### src/rtl/pearson_pkg.sv
// Shared types and constants for the Pearson hash engine.
package pearson_pkg;

  localparam int TBL_DEPTH = 256;

  typedef logic [7:0] byte_t;

  typedef enum logic [1:0] {
    IDLE = 2'd0,
    HASH = 2'd1,
    DONE = 2'd2
  } state_t;

endpackage

### src/rtl/pearson_lane.sv
// One Pearson hash lane: the running h register and its table lookup.
// h is loaded with the lane's initial value on accept, then stepped
// once per HASH cycle with h <= T[h ^ byte].
module pearson_lane
  import pearson_pkg::*;
(
  input  logic                   clock,
  input  logic                   reset_n,
  input  logic                   load_i,
  input  logic                   step_i,
  input  logic [7:0]             init_i,
  input  logic [7:0]             msg_byte_i,
  input  logic [8*TBL_DEPTH-1:0] tbl_i,
  output logic [7:0]             h_o
);

  byte_t h_q;
  byte_t h_d;
  byte_t idx_s;

  // Next h: load initial value, take one table step, or hold.
  always_comb begin
    idx_s = h_q ^ msg_byte_i;
    h_d   = h_q;
    if (load_i) begin
      h_d = init_i;
    end else if (step_i) begin
      h_d = tbl_i[{idx_s, 3'b000} +: 8];
    end else begin
      h_d = h_q;
    end
  end

  // h register; cleared by reset so an aborted hash leaves nothing behind.
  always_ff @(posedge clock or negedge reset_n) begin
    if (!reset_n) begin
      h_q <= 8'h00;
    end else begin
      h_q <= h_d;
    end
  end

  assign h_o = h_q;

endmodule

### src/rtl/pearson_hash_engine.sv
// Multi-lane Pearson hash engine with a run-time-loadable 256x8 table.
// Optional build macro PEARSON_SEED_EN adds a per-lane seed port; without
// it lane k starts from h = k.
module pearson_hash_engine
  import pearson_pkg::*;
#(
  parameter int MSG_BYTES = 8,
  parameter int NUM_LANES = 1
) (
  input  logic                   clock,
  input  logic                   reset_n,
  input  logic                   msg_valid,
  output logic                   msg_ready,
  input  logic [8*MSG_BYTES-1:0] message,
  output logic                   hash_valid,
  input  logic                   hash_ready,
  output logic [8*NUM_LANES-1:0] hash,
  input  logic                   tbl_we,
  input  logic [7:0]             tbl_addr,
  input  logic [7:0]             tbl_wdata,
  output logic                   tbl_wr_err
`ifdef PEARSON_SEED_EN
  ,
  input  logic [8*NUM_LANES-1:0] seed
`endif
);

  localparam int CNT_W = (MSG_BYTES > 1) ? $clog2(MSG_BYTES) : 1;
  localparam logic [CNT_W-1:0] CNT_LAST = CNT_W'(MSG_BYTES - 1);

  state_t                 state_q;
  state_t                 state_d;
  logic [CNT_W-1:0]       cnt_q;
  logic [CNT_W-1:0]       cnt_d;
  logic [8*MSG_BYTES-1:0] msg_q;
  logic [8*MSG_BYTES-1:0] msg_d;
  byte_t                  tbl_q [TBL_DEPTH];
  logic [8*TBL_DEPTH-1:0] tbl_flat_s;
  logic                   tbl_wr_err_q;
  logic                   accept_s;
  logic                   step_s;
  byte_t                  cur_byte_s;
  logic [8*NUM_LANES-1:0] lane_h_s;

  assign accept_s = msg_valid && (state_q == IDLE);
  assign step_s   = (state_q == HASH);

  // FSM next state and byte counter.
  always_comb begin
    state_d = state_q;
    cnt_d   = cnt_q;
    case (state_q)
      IDLE: begin
        if (accept_s) begin
          state_d = HASH;
          cnt_d   = {CNT_W{1'b0}};
        end else begin
          state_d = IDLE;
        end
      end
      HASH: begin
        if (cnt_q == CNT_LAST) begin
          state_d = DONE;
          cnt_d   = {CNT_W{1'b0}};
        end else begin
          cnt_d   = cnt_q + {{(CNT_W-1){1'b0}}, 1'b1};
        end
      end
      DONE: begin
        if (hash_ready) begin
          state_d = IDLE;
        end else begin
          state_d = DONE;
        end
      end
      default: begin
        state_d = IDLE;
        cnt_d   = {CNT_W{1'b0}};
      end
    endcase
  end

  // Message latch: later changes on the input port are ignored.
  always_comb begin
    if (accept_s) begin
      msg_d = message;
    end else begin
      msg_d = msg_q;
    end
  end

  // Control registers.
  always_ff @(posedge clock or negedge reset_n) begin
    if (!reset_n) begin
      state_q      <= IDLE;
      cnt_q        <= {CNT_W{1'b0}};
      msg_q        <= {(8*MSG_BYTES){1'b0}};
      tbl_wr_err_q <= 1'b0;
    end else begin
      state_q      <= state_d;
      cnt_q        <= cnt_d;
      msg_q        <= msg_d;
      tbl_wr_err_q <= tbl_we && (state_q != IDLE);
    end
  end

  // Permutation table: identity after reset, writable only while idle.
  always_ff @(posedge clock or negedge reset_n) begin
    if (!reset_n) begin
      for (int i = 0; i < TBL_DEPTH; i++) begin
        tbl_q[i] <= 8'(i);
      end
    end else if (tbl_we && (state_q == IDLE)) begin
      tbl_q[tbl_addr] <= tbl_wdata;
    end
  end

  // Current message byte selected by the counter; byte 0 is hashed first.
  always_comb begin
    cur_byte_s = 8'h00;
    for (int i = 0; i < MSG_BYTES; i++) begin
      if (cnt_q == CNT_W'(i)) begin
        cur_byte_s = msg_q[i*8 +: 8];
      end else begin
        cur_byte_s = cur_byte_s;
      end
    end
  end

  genvar gi;
  generate
    for (gi = 0; gi < TBL_DEPTH; gi++) begin : g_tbl_flat
      assign tbl_flat_s[gi*8 +: 8] = tbl_q[gi];
    end

    for (gi = 0; gi < NUM_LANES; gi++) begin : g_lane
      logic [7:0] init_s;
`ifdef PEARSON_SEED_EN
      assign init_s = seed[gi*8 +: 8];
`else
      assign init_s = 8'(gi);
`endif
      pearson_lane u_lane (
        .clock      (clock),
        .reset_n    (reset_n),
        .load_i     (accept_s),
        .step_i     (step_s),
        .init_i     (init_s),
        .msg_byte_i (cur_byte_s),
        .tbl_i      (tbl_flat_s),
        .h_o        (lane_h_s[gi*8 +: 8])
      );
    end
  endgenerate

  assign msg_ready  = (state_q == IDLE);
  assign hash_valid = (state_q == DONE);
  assign hash       = (state_q == DONE) ? lane_h_s : {(8*NUM_LANES){1'b0}};
  assign tbl_wr_err = tbl_wr_err_q;

endmodule

### config.mk
export PLATFORM = sky130hd
export DESIGN_NAME = pearson_hash_engine
export DESIGN_NICKNAME = d
export VERILOG_FILES = /design/src/rtl/pearson_pkg.sv /design/src/rtl/pearson_lane.sv /design/src/rtl/pearson_hash_engine.sv
export SDC_FILE = /design/constraint.sdc
export NUM_CORES = 2
export LEC_CHECK = 0
export CORE_MARGIN = 10
export CORE_UTILIZATION = 50
export DETAILED_ROUTE_END_ITERATION = 12
export PLACE_DENSITY = 0.66
export REMOVE_ABC_BUFFERS = 1
export SKIP_LAST_GASP = 1
export SYNTH_ARGS = -nofsm -noshare
export SYNTH_HDL_FRONTEND = slang
export SYNTH_SLANG_ARGS = --single-unit
### constraint.sdc
create_clock -name clock -period 4.8 [get_ports clock]
set_input_delay 0.96 -clock clock [delete_from_list [all_inputs] [get_ports clock]]
set_output_delay 0.96 -clock clock [all_outputs]
set_load 0.03 [all_outputs]
==> flow_summary.ini <==
[routing]
via_cell_ratio = 6.42
post_drt_wl_per_cell_um = 30.0
route.top_layer_used = met5
firstDrtPassIters = 6
routed_wirelength_mm = 359
ant_nets = 0
sum_of_routed_wire_segments_on_met1_mm = 143
met2_length_mm = 156
post-route-drc-count = 0
route.vias.total = 76800
detailedRoute.firstIterationViolations = 8967
total_length_of_routed_met3_wires_mm = 36.1

[global_route]
grt_start_max_net_pins = 141
grt_antenna_before_repair = 26
grt-ovfl-total = 0
grt_util_all_layers_pct = 31.3
wire_length_of_the_first_global_routing_pass_mm = 526
first_global_vias = 76600

[critical_path]
worst_ep_arrival_time_ns = 5.65
critPathRequiredTime_ns = 5.61
worstSetupStartpointType = flop
timing.critical_path.to_type = flop
timing.critical_path.fanout_max = 22
worst-setup-path-type = reg -> reg

[synthesis]
seq_area_frac_synth_pct = 53.5
synthesis.instances = 8834
synth_seq_cells = 2126
netlist_area_mm2 = 0.102
synth-edff-count = 0
ys.warnings.count = 0
postSynth.topFlopCell = dfrtp_1
synth_cell_types = 83
syn-mean-instance-area_um2 = 11.5
async_reset_ff_share_pct = 100

[place]
numPortBuffers = 95
pre_cts_ws_ns = -0.542
dp.final_hpwl_mm = 234
gpl.final_weighted_congestion = 0.955
placed_cells_incl_taps = 11500

[timing]
totalNegativeSetupSlack_ns = -0.0384
rsz_0062_raised_after_global_routing = true
final_min_period_over_clock_period_pct = 101
timing.final.ws_setup_ns = -0.0384
slew_violations = 0
max-slew-margin-rel_pct = 8.00
setup_viol = 1
max_slew.worst_pin.slew_ns = 1.38
clock_skew_ns = 0.0644
fmaxAchievable_mhz = 207
fin_crit_ns = 4.84
hold_viol = 0

[flow_run]
cap_violations = 0

[min_path]
hold_path_class = in -> async

[clock_network]
worstSkewPairLatency_ns = 0.93
clock_path_buffers = 3
cts_tree = done
clk_transition_reported_paths_ns = 0.06
cts_num_sinks = 2126
root_buf_cell = clkbuf_16
clock_buffers_created_by_tritoncts = 221
postCtsHoldBufs = 0
cts_max_level = 4

[outcome]
violations = setup timing
status = finished with violations

[finish]
finalNonFillerCells = 12000
fill_cell_total_of_the_finished_layout = 16400
commonest_non_fill_non_tap_cells_in_the_layout = mux2_2, nand2_1, dfrtp_1
drive_above_1_share_pct = 45.7
mostFrequentLayoutCell = mux2_2
total_number_of_nets_in_the_final_design = 9163
area_delta_synth_final_pct = 15.2

[floorplanning]
fp-row-count = 165
die_w_um = 471
num_io_pins = 96
floorplan.initialDensity_pct = 50.3
coreArea_mm2 = 0.202
fp.dieH_um = 471
die-area_mm2 = 0.222
-- synthesized netlist by cell type, types with 5 or more instances --
| master | n | area share (%) |
|---|---|---|
| nand2_1 | 1867 | 6.9 |
| xor2_1 | 7 | 0.060 |
| a2111oi_0 | 6 | 0.052 |
| o211ai_1 | 12 | 0.089 |
| a221o_1 | 22 | 0.22 |
| a21oi_1 | 187 | 0.92 |
| o21ai_1 | 10 | 0.049 |
| nand4_1 | 55 | 0.34 |
| and3_1 | 98 | 0.60 |
| buf_4 | 33 | 0.24 |
| o221ai_1 | 5 | 0.043 |
| a32o_1 | 17 | 0.17 |
| mux4_2 | 54 | 1.2 |
| o2111ai_1 | 8 | 0.069 |
| a31oi_1 | 127 | 0.78 |
| nor3_1 | 29 | 0.14 |
| a32oi_1 | 34 | 0.29 |
| nand2b_1 | 13 | 0.080 |
| and2_1 | 10 | 0.061 |
| a221oi_1 | 65 | 0.56 |
| or3_1 | 14 | 0.086 |
| buf_1 | 50 | 0.18 |
| dfrtp_1 | 1102 | 27 |
| mux2i_1 | 98 | 0.96 |
| a211oi_1 | 17 | 0.13 |
| a22oi_1 | 48 | 0.35 |
| nor2b_1 | 13 | 0.080 |
| o22ai_1 | 16 | 0.098 |
| ha_1 | 6 | 0.074 |
| buf_2 | 236 | 1.2 |
| mux2_2 | 2110 | 23 |
| inv_1 | 12 | 0.044 |
| nor4_1 | 12 | 0.074 |
| clkbuf_1 | 355 | 1.3 |
| a22o_1 | 12 | 0.10 |
| nor2_1 | 170 | 0.63 |
| o31ai_1 | 15 | 0.11 |
| dfstp_2 | 1024 | 26 |
| a311oi_1 | 58 | 0.50 |
| o21ai_0 | 66 | 0.32 |
| nand3_1 | 662 | 3.3 |
-- critical path, cell delays in order (launching register included) --
cell     delay [ns]
dfrtp_1        0.42
inv_1          0.10
ha_1           0.25
buf_4          0.18
and3b_1        0.18
o221a_1        0.26
o32ai_4        0.32
buf_6          0.20
xnor2_4        0.15
buf_4          0.17
buf_12         0.19
buf_16         0.20
mux4_2         0.59
a22oi_2        0.37
nand4_1        0.34
o31ai_2        0.32
a21oi_2        0.12
buf_4          0.16
o32a_1         0.16
-- metal layers --
layer | GRT usage (%) | vias to the layer above
met2 | 46.6 | 3986
met3 | 7.66 | 1085
met4 | 17.7 | 24
li1 | - | 31900
met1 | 41.8 | 39800
met5 | 0.173 | -
-- registers in the layout (all words and copies together), names as in the netlist --
| register | flops |
|---|---|
| tbl_wr_err | 1 |
| cnt_q | 3 |
| g_lane.u_lane.h_o | 8 |
| msg_q | 64 |
| state_q | 2 |
| tbl_flat_s | 2048 |
-- layout make-up --
class	count	area, µm²	area share, %
diodes	14	35.0	0.0299
clock buffers	366	6830	5.83
clock inverters	55	733	0.625
inverters	12	45.0	0.0384
multi-input cells	6020	44800	38.2
flip-flops and latches	2126	54500	46.5
well taps	2672	3340	2.85
repair buffers	691	6990	5.96
-- cells by family after synthesis --
| logic type | synth area share [%] |
|---|---|
| compound gates | 5.36 |
| xor+xnor | 0.129 |
| fa+ha+maj | 0.0738 |
| buf+inv | 2.96 |
| flops | 53.5 |
| mux | 25.5 |
| simple gates | 12.4 |
-- repair_timing --
item,4_1_cts,5_1_grt
setup endpoints to repair,8,8
gates resized for setup,17,42
gates cloned,1,5
endpoints found under the hold margin,0,0
pin swaps,6,8
setup buffers,9,14
-- final timing paths --
kind                                  from                 endpoint  slack (ns)  cells after the start
max reg2reg                       cnt_q[0]  g_lane[0].u_lane.h_o[7]       -0.04                     18
min                                reset_n          tbl_flat_s[767]         0.1                      1
max                               cnt_q[0]  g_lane[0].u_lane.h_o[7]       -0.04                     18
max in group asynchronous          reset_n         tbl_flat_s[1102]        3.30                      2
min in group clock         tbl_flat_s[303]          tbl_flat_s[303]        0.50                      1
min reg2reg                tbl_flat_s[303]          tbl_flat_s[303]        0.50                      1
-- stage by stage --
| step | utilization, % | instance area (µm²) | hold WS (ns) |
|---|---|---|---|
| floorplan | - | 98800 | 0.472 |
| global placement | 53.9 | 109000 | 0.480 |
| detailed placement | 53.9 | 109000 | 0.489 |
| CTS | 57.7 | 117000 | 0.0939 |
| global route | 57.9 | 117000 | 0.123 |
| finish | 57.9 | 117000 | 0.0987 |
Power is left out: the tool's default activity adds up to more than one toggle a clock period on the data nets, which glitch-free logic cannot reach.
